==> config.mk <==
export PLATFORM = sky130hd
export DESIGN_NAME = mem_indirect_seq
export DESIGN_NICKNAME = d
export VERILOG_FILES = /design/src/rtl/lc3b_types.sv /design/src/rtl/mem_indirect_seq_req_reg.sv /design/src/rtl/mem_indirect_seq.sv
export SDC_FILE = /design/constraint.sdc
export NUM_CORES = 1
export LEC_CHECK = 0
export BUFFER_PORTS_ARGS = -buffer_cell sky130_fd_sc_hd__buf_2
export CAP_MARGIN = 20
export CORE_MARGIN = 3
export CORE_UTILIZATION = 30
export DETAILED_ROUTE_END_ITERATION = 8
export GPL_TIMING_DRIVEN = 0
export PLACE_DENSITY = 0.58
export SYNTH_ARGS = -nofsm -noshare
export SYNTH_HDL_FRONTEND = slang
export SYNTH_SLANG_ARGS = --single-unit
==> constraint.sdc <==
create_clock -name clk -period 2.7 [get_ports clk]
set_input_delay 0.135 -clock clk [delete_from_list [all_inputs] [get_ports clk]]
set_output_delay 0.135 -clock clk [all_outputs]
set_load 0.01 [all_outputs]
==> src/rtl/lc3b_types.sv <==
// Shared LC-3b core types.
//   lc3b_memseq_state_t : MEM-stage memory sequencer states
//   lc3b_mem_req_t      : one MEM-stage request at the default core widths
//   LC3B_MAX_IND        : indirection depth of the default core build
package lc3b_types;

  localparam int unsigned LC3B_ADDR_W  = 16;
  localparam int unsigned LC3B_DATA_W  = 16;
  localparam int unsigned LC3B_MAX_IND = 1;
  localparam int unsigned LC3B_IND_W   = $clog2(LC3B_MAX_IND + 1);

  typedef enum logic [1:0] {
    S_IDLE,
    S_PTR,
    S_FINAL,
    S_DONE
  } lc3b_memseq_state_t;

  typedef struct packed {
    logic                       is_store;
    logic [LC3B_IND_W-1:0]      ind;
    logic [LC3B_ADDR_W-1:0]     addr;
    logic [LC3B_DATA_W-1:0]     wdata;
    logic [LC3B_DATA_W/8-1:0]   wmask;
  } lc3b_mem_req_t;

endpackage

==> src/rtl/mem_indirect_seq_req_reg.sv <==
// Request latch and indirection down-counter for mem_indirect_seq.
//   clk, rst_n      : clock, asynchronous active-low reset
//   load            : capture a new request (req_* inputs)
//   step            : a pointer read completed; follow next_ptr, decrement cnt
//   next_ptr        : pointer bits [ADDR_W-1:1] of the returned read data
//   is_store/cnt/addr/wdata/wmask : latched request state
module mem_req_reg #(
  parameter int unsigned ADDR_W  = 16,
  parameter int unsigned DATA_W  = 16,
  parameter int unsigned MAX_IND = 1,
  parameter int unsigned IND_W   = $clog2(MAX_IND + 1)
) (
  input  logic                clk,
  input  logic                rst_n,
  input  logic                load,
  input  logic                step,
  input  logic                req_is_store,
  input  logic [IND_W-1:0]    req_ind,
  input  logic [ADDR_W-1:0]   req_addr,
  input  logic [DATA_W-1:0]   req_wdata,
  input  logic [DATA_W/8-1:0] req_wmask,
  input  logic [ADDR_W-1:1]   next_ptr,
  output logic                is_store,
  output logic [IND_W-1:0]    cnt,
  output logic [ADDR_W-1:0]   addr,
  output logic [DATA_W-1:0]   wdata,
  output logic [DATA_W/8-1:0] wmask
);

  localparam logic [IND_W-1:0] CNT_MAX = IND_W'(MAX_IND);

  always_ff @(posedge clk or negedge rst_n) begin
    if (!rst_n) begin
      is_store <= 1'b0;
      cnt      <= '0;
      addr     <= '0;
      wdata    <= '0;
      wmask    <= '0;
    end else if (load) begin
      is_store <= req_is_store;
      cnt      <= (req_ind > CNT_MAX) ? CNT_MAX : req_ind;
      addr     <= req_addr;
      wdata    <= req_wdata;
      wmask    <= req_wmask;
    end else if (step) begin
      // Pointers are word-aligned: bit 0 of the fetched value is discarded.
      addr <= {next_ptr, 1'b0};
      cnt  <= cnt - IND_W'(1);
    end
  end

endmodule

==> src/rtl/mem_indirect_seq.sv <==
// MEM-stage memory sequencer: runs 0..MAX_IND pointer reads, then a final
// load or byte-masked store, stalling the pipeline and pulsing done at the end.
//   req_*        : MEM-stage request, held stable while stall=1
//   stall, done  : pipeline freeze / one-cycle completion pulse
//   rdata        : final load data, held until the next load completes
//   dmem_*       : data-memory port (strobes held until dmem_resp)
module mem_indirect_seq
  import lc3b_types::*;
#(
  parameter int unsigned ADDR_W  = 16,
  parameter int unsigned DATA_W  = 16,
  parameter int unsigned MAX_IND = LC3B_MAX_IND,
  parameter int unsigned IND_W   = $clog2(MAX_IND + 1)
) (
  input  logic                clk,
  input  logic                rst_n,
  input  logic                req_valid,
  input  logic                req_is_store,
  input  logic [IND_W-1:0]    req_ind,
  input  logic [ADDR_W-1:0]   req_addr,
  input  logic [DATA_W-1:0]   req_wdata,
  input  logic [DATA_W/8-1:0] req_wmask,
  output logic                stall,
  output logic                done,
  output logic [DATA_W-1:0]   rdata,
  output logic                dmem_read,
  output logic                dmem_write,
  output logic [ADDR_W-1:0]   dmem_addr,
  output logic [DATA_W-1:0]   dmem_wdata,
  output logic [DATA_W/8-1:0] dmem_wmask,
  input  logic                dmem_resp,
  input  logic [DATA_W-1:0]   dmem_rdata
);

  lc3b_memseq_state_t state, state_nx;

  logic                is_store;
  logic [IND_W-1:0]    cnt;
  logic [ADDR_W-1:0]   addr;
  logic [DATA_W-1:0]   wdata;
  logic [DATA_W/8-1:0] wmask;

  logic load, step;
  assign load = (state == S_IDLE) && req_valid;
  assign step = (state == S_PTR) && dmem_resp;

  mem_req_reg #(
    .ADDR_W (ADDR_W),
    .DATA_W (DATA_W),
    .MAX_IND(MAX_IND),
    .IND_W  (IND_W)
  ) u_req (
    .clk         (clk),
    .rst_n       (rst_n),
    .load        (load),
    .step        (step),
    .req_is_store(req_is_store),
    .req_ind     (req_ind),
    .req_addr    (req_addr),
    .req_wdata   (req_wdata),
    .req_wmask   (req_wmask),
    .next_ptr    (dmem_rdata[ADDR_W-1:1]),
    .is_store    (is_store),
    .cnt         (cnt),
    .addr        (addr),
    .wdata       (wdata),
    .wmask       (wmask)
  );

  always_ff @(posedge clk or negedge rst_n) begin
    if (!rst_n) state <= S_IDLE;
    else        state <= state_nx;
  end

  always_ff @(posedge clk or negedge rst_n) begin
    if (!rst_n)                                            rdata <= '0;
    else if ((state == S_FINAL) && dmem_resp && !is_store) rdata <= dmem_rdata;
  end

  // Clamping never turns a nonzero depth into zero (MAX_IND >= 1), so the
  // raw request decides whether a pointer phase is needed.
  always_comb begin
    state_nx = state;
    unique case (state)
      S_IDLE:  if (req_valid) state_nx = (req_ind != '0) ? S_PTR : S_FINAL;
      S_PTR:   if (dmem_resp && (cnt == IND_W'(1))) state_nx = S_FINAL;
      S_FINAL: if (dmem_resp) state_nx = S_DONE;
      S_DONE:  state_nx = S_IDLE;
      default: state_nx = S_IDLE;
    endcase
  end

  always_comb begin
    stall      = 1'b0;
    done       = 1'b0;
    dmem_read  = 1'b0;
    dmem_write = 1'b0;
    dmem_addr  = '0;
    dmem_wdata = '0;
    dmem_wmask = '0;
    unique case (state)
      S_IDLE:  stall = req_valid;
      S_PTR: begin
        stall     = 1'b1;
        dmem_read = 1'b1;
        dmem_addr = addr;
      end
      S_FINAL: begin
        stall      = 1'b1;
        dmem_read  = ~is_store;
        dmem_write = is_store;
        dmem_addr  = addr;
        dmem_wdata = wdata;
        dmem_wmask = is_store ? wmask : '0;
      end
      S_DONE:  done = 1'b1;
      default: ;
    endcase
  end

endmodule

Word level (Yosys, flattened, before mapping) --
Cells that the tools add are included.
Cells by class: eq/ne operators 6, reduce and logical (&&, ||, !) cells 10, $lt $le $gt $ge 1, mux-type cells 18, bitwise logic cells 1, $add $sub $neg 1
Operator list (count):
- 16-bit two-way mux | 4
- 2-bit two-way mux | 6
- 2-bit one-hot mux with 4 select lines | 1
- 1-bit logical AND | 5
- 1-bit two-way mux | 5
- 2-bit equality test, second input constant | 2
- 2-bit != test, second input constant | 2
- 1-bit one-hot mux with 2 select lines | 2
- 3-bit AND reduction | 1
- 2-bit by 1-bit equality test with 1-bit output, second input constant | 1
- 2-bit logical NOT | 1
- 2-bit by 1-bit != test with 1-bit output, second input constant | 1
- 2-bit nonzero test | 1
- 2-bit OR reduction | 1
- 1-bit > comparator, second input constant | 1
- 1-bit logical NOT | 1
- 1-bit NOT | 1
- 1-bit subtractor, second input constant | 1
Word-level totals: input bits 56, register bits after elaboration 54, output and inout bits 54, word-level logic and storage cells 44

Longest topological paths before layout --
Gate-level depths: netlist of run 1.
depth after elaboration 4, gate-level depth with buffers 6, depth with buffers taken out 5

By module --
A second synthesis of run 1 with hierarchy kept.
Unflattened totals: cell total of the unflattened synthesis 209, area, all modules 2671.3 um2
Modules (own cells, without submodules):
- mem_req_reg | cells an instance 113, instances 1, area an instance 1574.0 um2, sequential area each 900.9 um2
- mem_indirect_seq | cells an instance 96, instances 1, area an instance 1097.3 um2, sequential area each 450.4 um2

Least setup slack after synthesis of run 1 --
Ideal clock, no wire load.
path kind register to register, start register state[0], end register rdata[10], clock period less this slack 1.611 ns, data required time 2.575 ns, setup time 0.125 ns, path buffers 1, slack 1.089 ns, stages on the path, launching flop included 7, data arrival time 1.486 ns, cell sequence dfrtp_1 inv_1 ha_1 and2b_1 nand2_4 buf_6 mux2_4
On the way: longest elaborated chain between the ends 3
Ends and longest elaborated chain:
- from (decl) | line mem_indirect_seq.sv:35 | lc3b_memseq_state_t state, state_nx;
- from (signal assigned) | line mem_indirect_seq.sv:72 | else state <= state_nx;
- 2-bit equality test | line mem_indirect_seq.sv:77 | else if ((state == S_FINAL) && dmem_resp && !is_store) rdata <= dmem_rdata;
- 1-bit logical AND (2 in series) | line mem_indirect_seq.sv:77
- to (signal assigned) | line mem_indirect_seq.sv:77
- to (decl) | line mem_indirect_seq.sv:25 | output logic [DATA_W-1:0] rdata,
Every way passes these cells. A chain may end at the register's enable or synchronous reset.

Final worst setup path of run 1 --
start register state[1], end output dmem_addr[4]
On the way: longest elaborated chain between the ends 3, elaborated cells between the ends (all ways) 4, classes of those cells eq/ne (2); mux (1); reduce/logical (1)
Ends and longest elaborated chain:
- 2-bit by 1-bit equality test with 1-bit output or 2-bit equality test (tied branches) | line mem_indirect_seq.sv:101 | unique case (state)
- 2-bit OR reduction (no line) (*)
- 16-bit two-way mux (*) | line mem_indirect_seq.sv:101
- to (decl) | line mem_indirect_seq.sv:28 | output logic [ADDR_W-1:0] dmem_addr,
Every way passes the cells marked *; elsewhere a longest branch is shown, timed or not.

==> results.cfg, run 1 <==
[synth]
synth_warnings = 0
synth_seq_cells = 54
synth_compound_area_share_pct = 5.145
synth_top_family_by_area = multiplexers
synthSimpleGateAreaFrac_pct = 12.35
yosysSeqAreaShare_pct = 52.92
synthMuxAreaShare_pct = 23.96
syn_nets = 269
syn_area_um2 = 2554
avgSynthCellArea_um2 = 12.34
synth-xor-area-share_pct = 0.3430
netlist_instances = 207
yosysUniqueCellTypes = 24
synthAdderAreaFrac_pct = 2.940

[drt]
detail_route.iter0.violations = 34
antenna_left = 0
totalWireLength_mm = 6.197
drc = 0
dr.pass1.iters = 4
wl_per_cell_um = 14.38
num_vias = 1918
viasPerCell = 4.450

[floorplan]
die_area_um2 = 9655
rows = 33
start_util_pct = 30.92
die_h_um = 98.26
io_pins = 110
core_area_um2 = 8258
die_x_um = 98.26

[timing]
fmax_ghz = 0.4652
holdWs_ps = 55.41
post-route-period-util_pct = 79.61
period_minus_slack_ps = 2149
rsz0062_at_grt = no
worstMarginPinSlew_ps = 680.8
fin_skew_ps = 5.023
finalSetupViolCount = 0
final_max_slew_viol_count = 0
slew_headroom_pct = 54.61
finalHoldViolCount = 0
layout_setup_ws_ps = 550.6
fin_setup_tns_ps = 0

[status]
status = completed

[clock_network]
cts.sinks = 54
cts_tree = done
cts.root.buffer_cell = clkbuf_8
cts_buffers = 5
cts_resized = 0
cts.clk_slew.worst_paths_ps = 100
clock_path_buffers = 2
clock_latency_ps = 300
htreeDepth = 2

[layout]
layout_commonest_cell = buf_2
final_util_pct = 40.82
design_area_um2 = 3371
num_antenna_cells = 0
multi_input_area_um2 = 1142
syn2layout_area_growth_pct = 31.99
drive_above_1_share_pct = 48.47
seq_area_um2 = 1351
n_fill_cell = 850
layout_common_cells = 112 x buf_2, 54 x dfrtp_1, 33 x and2_1
nets = 387

[pwr]
p_sw_share_pct = 37.29
p_int_uw = 2473
p_leak_uw = 0.001827
vdd_drop_max_v = 0.0003535
powerDensity_nw_per_um2 = 1170
clkPwrFrac_pct = 13.8
switchingPower_uw = 1471
power_frac_comb_pct = 50.4
sequentialPowerShare_pct = 35.8

[job]
max-cap-violations = 0

[worst_setup_path]
critPathCaptureType = output port
critPathKind = reg2out
worstRegToRegCells = 6
required_ps = 2570
arrival_ps = 2010
path_max_fanout = 10
startpoint_type = register
r2r_slack_ps = 780

[placement]
gp_congestion = 0.7551
dp_hpwl_mm = 4.661
portBuffers = 109
post_dp_cell_area_um2 = 3251
dp_slack_ps = 728.7

[grt]
grt_use_total_pct = 13.31
grt_pass1_vias = 2052
antenna_found_initial = 0
overflow = 0
grt_max_degree = 29
grt_first_pass_wirelength_mm = 10.27

[hold_path]
min_path_cells = 2
hp-class = in2reg
[critical path, cell delays in order, from the launching register on]
cell      delay, ps
dfrtp_1         430
inv_1           110
ha_1            470
clkbuf_1        370
and2_1          190
buf_2           140
[Yosys cell counts]
| cell type | count | area share (%) |
|---|---|---|
| and2b_1 | 1 | 0.29 |
| inv_1 | 4 | 0.59 |
| nand2_2 | 1 | 0.25 |
| a21boi_0 | 1 | 0.29 |
| mux2_4 | 10 | 5.9 |
| xor2_1 | 1 | 0.34 |
| a221oi_1 | 1 | 0.34 |
| buf_2 | 3 | 0.59 |
| clkbuf_1 | 5 | 0.74 |
| o21a_1 | 1 | 0.29 |
| mux2i_1 | 18 | 7.1 |
| nand2_1 | 17 | 2.5 |
| and3_1 | 2 | 0.49 |
| nor2_1 | 2 | 0.29 |
| mux2_2 | 25 | 11 |
| a22oi_1 | 1 | 0.29 |
| buf_6 | 1 | 0.44 |
| a32o_1 | 1 | 0.39 |
| nand2_4 | 1 | 0.44 |
| ha_1 | 6 | 2.9 |
| a21oi_1 | 2 | 0.39 |
| dfrtp_1 | 54 | 53 |
| and2_1 | 33 | 8.1 |
| o21ai_0 | 16 | 3.1 |
[registers in the layout (all words and copies together) (netlist names)]
signal	cells
u_req.wdata	16
u_req.cnt	1
rdata	16
u_req.addr	16
u_req.is_store	1
state	2
u_req.wmask	2
[routing by layer]
metal / global-route usage [%] / up-vias / part of all wire (%)
met5: 0 / - / 0
met4: 3.782 / 0 / 0.90
met3: 2.786 / 5 / 4.3
met2: 23.35 / 45 / 50
met1: 16.56 / 934 / 45
li1: - / 934 / -
[worst paths after layout]
check	start	to
max	state[1]	dmem_addr[4]
min	req_wdata[15]	u_req.wdata[15]
max reg2reg	state[0]	rdata[5]
min reg2reg	u_req.addr[8]	u_req.addr[8]
max in group asynchronous	rst_n	u_req.wmask[0]
min in group asynchronous	rst_n	rdata[11]
[power groups by stage]
stage	Combinational (uW)	Sequential, uW	Clock, uW
after floorplan	1240	1440	0
after global placement	2010	1410	0
after detailed placement	2030	1430	0
after CTS	2040	1420	569
after global routing	2200	1480	604
final	1990	1410	544
[repair_timing]
action                    4_1_cts  5_1_grt
hold buffers                    1        0
buffers inserted                0        0
hold endpoints to repair       27        0
[per-stage QoR]
step,power [uW],std cells
after global routing,4285,431
after CTS,4025,431
after floorplan,2680,207
final,3944,431
after detailed placement,3463,422
after global placement,3426,421
[final cells by class]
type / instances / area share, %
plain buffers: 9 / 1.336
inverters: 4 / 0.4454
flip-flops and latches: 54 / 40.09
repair buffers: 111 / 17.07
well taps: 105 / 3.898
multi-input cells: 140 / 33.89
clock buffers: 6 / 2.153
clock inverters: 2 / 1.114
[logic make-up after synthesis]
group           after synthesis
simple gates                 57
mux                          53
flops                        54
fa+ha+maj                     6
buf+inv                      13
xor+xnor                      1
compound gates               23
No activity file was read; power rests on OpenSTA's default activity.
==> run 2: changes to the inputs <==
--- a/config.mk
+++ b/config.mk
@@ -5,13 +5,14 @@
 export SDC_FILE = /design/constraint.sdc
 export NUM_CORES = 1
 export LEC_CHECK = 0
+export ABC_AREA = 1
 export BUFFER_PORTS_ARGS = -buffer_cell sky130_fd_sc_hd__buf_2
 export CAP_MARGIN = 20
 export CORE_MARGIN = 3
 export CORE_UTILIZATION = 30
 export DETAILED_ROUTE_END_ITERATION = 8
 export GPL_TIMING_DRIVEN = 0
-export PLACE_DENSITY = 0.58
+export PLACE_DENSITY = 0.59
 export SYNTH_ARGS = -nofsm -noshare
 export SYNTH_HDL_FRONTEND = slang
 export SYNTH_SLANG_ARGS = --single-unit
==> constraint.sdc (replaced) <==
create_clock -name clk -period 1.74 [get_ports clk]
set_input_delay 0.087 -clock clk [delete_from_list [all_inputs] [get_ports clk]]
set_output_delay 0.087 -clock clk [all_outputs]
set_load 0.01 [all_outputs]
==> run 2 against run 1 <==
  * Combinational power up 65%
  * Via count up 37%
  * Utilization grew 2.8 points
  * Cell count rose by 44%
  * Hold slack worse by 35 ps
  * Flip-flop and latch count stayed put
  * Setup slack got worse by 460 ps
  * First-iteration DRC count rose by 110%
  * Count of clock-buffer cells in the layout is 1 higher
  * Cell area up 14%
  * Critical endpoint is now dmem_wdata[8]
==> results.cfg, run 2 <==
[status]
status = completed

[floorplan]
start_util_pct = 31.33
die_x_um = 101.9
die_h_um = 101.9
core_area_um2 = 8806
die_area_um2 = 10380
rows = 34
io_pins = 110

[worst_setup_path]
r2r-end = u_req.addr[14]
cpMostUsedCell = buf_6
cp_top_family = buffers and inverters
path_buf_inv = 5
max_stage_delay_ps = 420
crit_chain = inv_2, ha_2, buf_6, buf_6, nand2_1, inv_1, buf_2
required_ps = 1650
reg2reg_from = state[1]
arrival_ps = 1570
startpoint_type = register
worstRegToRegCells = 7
startpoint = state[0]
critPathCaptureType = output port
r2r_slack_ps = 210
crit_slowest_cell = dfrtp_1
critPathKind = reg2out
path_max_fanout = 10

[hold_path]
hold_end = rdata[0]
hp-class = in2reg
min_path_cells = 3
hold_path_startpoint = dmem_rdata[0]

[synth]
synth_seq_cells = 54
synth_warnings = 0
syn_nets = 431
yosysMostFrequentCell = nand2_1
synthArstFlopShare_pct = 100.0
synth_edf_count = 0
avgSynthCellArea_um2 = 7.477
synth_top_cells_by_count = 153 x nand2_1, 60 x inv_1, 54 x dfrtp_1, 24 x o21ai_0, 20 x nand3_1
synth_top_area_share_pct = 48.98
yosysTopAreaCell = dfrtp_1
ys.flop_type = dfrtp_1
netlist_instances = 369
yosysSeqAreaShare_pct = 48.98
syn_area_um2 = 2759
synthTopCellsByArea = dfrtp_1 49%, nand2_1 21%, inv_1 8.2%
yosysUniqueCellTypes = 19

[layout]
layout_commonest_cell = nand2_1
layout_common_cells = 153 x nand2_1, 117 x buf_2, 58 x inv_1
syn2layout_area_growth_pct = 39.37
drive_above_1_share_pct = 30.27
reg_top3 = rdata x16, u_req.addr x16, u_req.wdata x16
seq_area_um2 = 1351
nets = 573
multi_input_area_um2 = 1101
num_antenna_cells = 0
n_fill_cell = 930

[grt]
grt_first_pass_wirelength_mm = 12.67
antenna_found_initial = 0
overflow = 0
grt_max_degree = 29
grt_use_total_pct = 15.30
grt_pass1_vias = 2654

[pwr]
switchingPower_uw = 2652
p_leak_uw = 0.002404
total_power_uw = 6207
p_sw_share_pct = 42.73
power_frac_comb_pct = 53.1
powerDensity_nw_per_um2 = 1614
clkPwrFrac_pct = 12.1
sequentialPowerShare_pct = 34.9
p_int_uw = 3555
vdd_drop_max_v = 0.0007327

[timing]
post-route-period-util_pct = 95.07
final_max_slew_viol_count = 0
fin_skew_ps = 9.719
finalHoldViolCount = 0
finalSetupViolCount = 0
period_minus_slack_ps = 1654
fmax_ghz = 0.6045
slew_headroom_pct = 55.97
worstMarginPinSlew_ps = 660.4
fin_setup_tns_ps = 0
layout_setup_ws_ps = 85.72

[clock_network]
cts.root.buffer_cell = clkbuf_8
cts_tree = done
cts.sinks = 54
htreeDepth = 2
clock_latency_ps = 310
cts_buffers = 5
clock_path_buffers = 2
cts.clk_slew.worst_paths_ps = 100

[drt]
viasPerCell = 4.253
drc = 0
num_vias = 2637
totalWireLength_mm = 7.655
detail_route.iter0.violations = 71
wl_per_cell_um = 12.35
dr.pass1.iters = 4
antenna_left = 0

[placement]
dp_hpwl_mm = 5.690
gp_congestion = 0.8202
portBuffers = 109
dp_slack_ps = 88.06

[job]
max-cap-violations = 0
[run 2: cells by family after synthesis]
family | synth area share, %
AND/OR/NAND/NOR | 28.30
buffers and inverters | 12.15
flip-flops | 48.98
AO/OA/AOI/OAI | 7.846
adder cells (fa/ha/maj) | 2.721
[run 2: per-stage QoR]
step / std cells / area (um2) / utilization (%) / hold slack (ps)
2_1_floorplan: 369 / 2759 / - / -208.6
3_3_place_gp: 586 / 3440 / 39.06 / 288.0
3_5_place_dp: 587 / 3460 / 39.29 / 158.0
4_1_cts: 621 / 3834 / 43.54 / 10.68
5_1_grt: 620 / 3845 / 43.66 / 19.26
6_report: 620 / 3845 / 43.66 / 20.39
[run 2: power by group through the flow]
| stage | Combinational [uW] | Sequential [uW] | Clock [uW] |
|---|---|---|---|
| 5_1_grt | 3760 | 2240 | 828 |
| 2_1_floorplan | 1910 | 2220 | 0 |
| 3_5_place_dp | 3060 | 2180 | 0 |
| 6_report | 3290 | 2160 | 749 |
| 4_1_cts | 3280 | 2160 | 786 |
| 3_3_place_gp | 3010 | 2170 | 0 |
[run 2: worst min-delay path: stages]
cell     delay (ps)
buf_2           100
inv_1            40
o21ai_0          70
[run 2: routing by layer]
metal  global-route usage [%]  share of wire, %
met3                    4.778               8.5
met4                    3.229              0.60
met5                        0                 0
met2                    25.00                46
met1                    20.14                45
[run 2: cell type report]
cell class,instances,share of cell area [%]
repair buffers,137,21.35
inverters,60,5.857
clock inverters,1,0.2278
well taps,108,3.514
plain buffers,16,3.026
clock buffers,7,2.245
multi-input cells,237,28.64
flip-flops and latches,54,35.14
[run 2: how the worst max path moves through the flow]
| stage | to | slack, ps | cells after the start |
|---|---|---|---|
| 5_1_grt | dmem_wdata[8] | -20 | 7 |
| 3_5_place_dp | dmem_addr[0] | 90 | 7 |
| 3_3_place_gp | dmem_addr[0] | 120 | 7 |
| 2_1_floorplan | stall | 350 | 6 |
| 6_report | dmem_wdata[8] | 90 | 7 |
| 4_1_cts | dmem_wdata[8] | 20 | 7 |
[run 2: what timing repair did]
item,CTS,global route
endpoints found under the hold margin,47,0
gates cloned,0,0
setup buffers,6,0
endpoints found under the setup margin,22,22
hold buffers,21,0
gates resized for setup,10,4
pin swaps,1,0
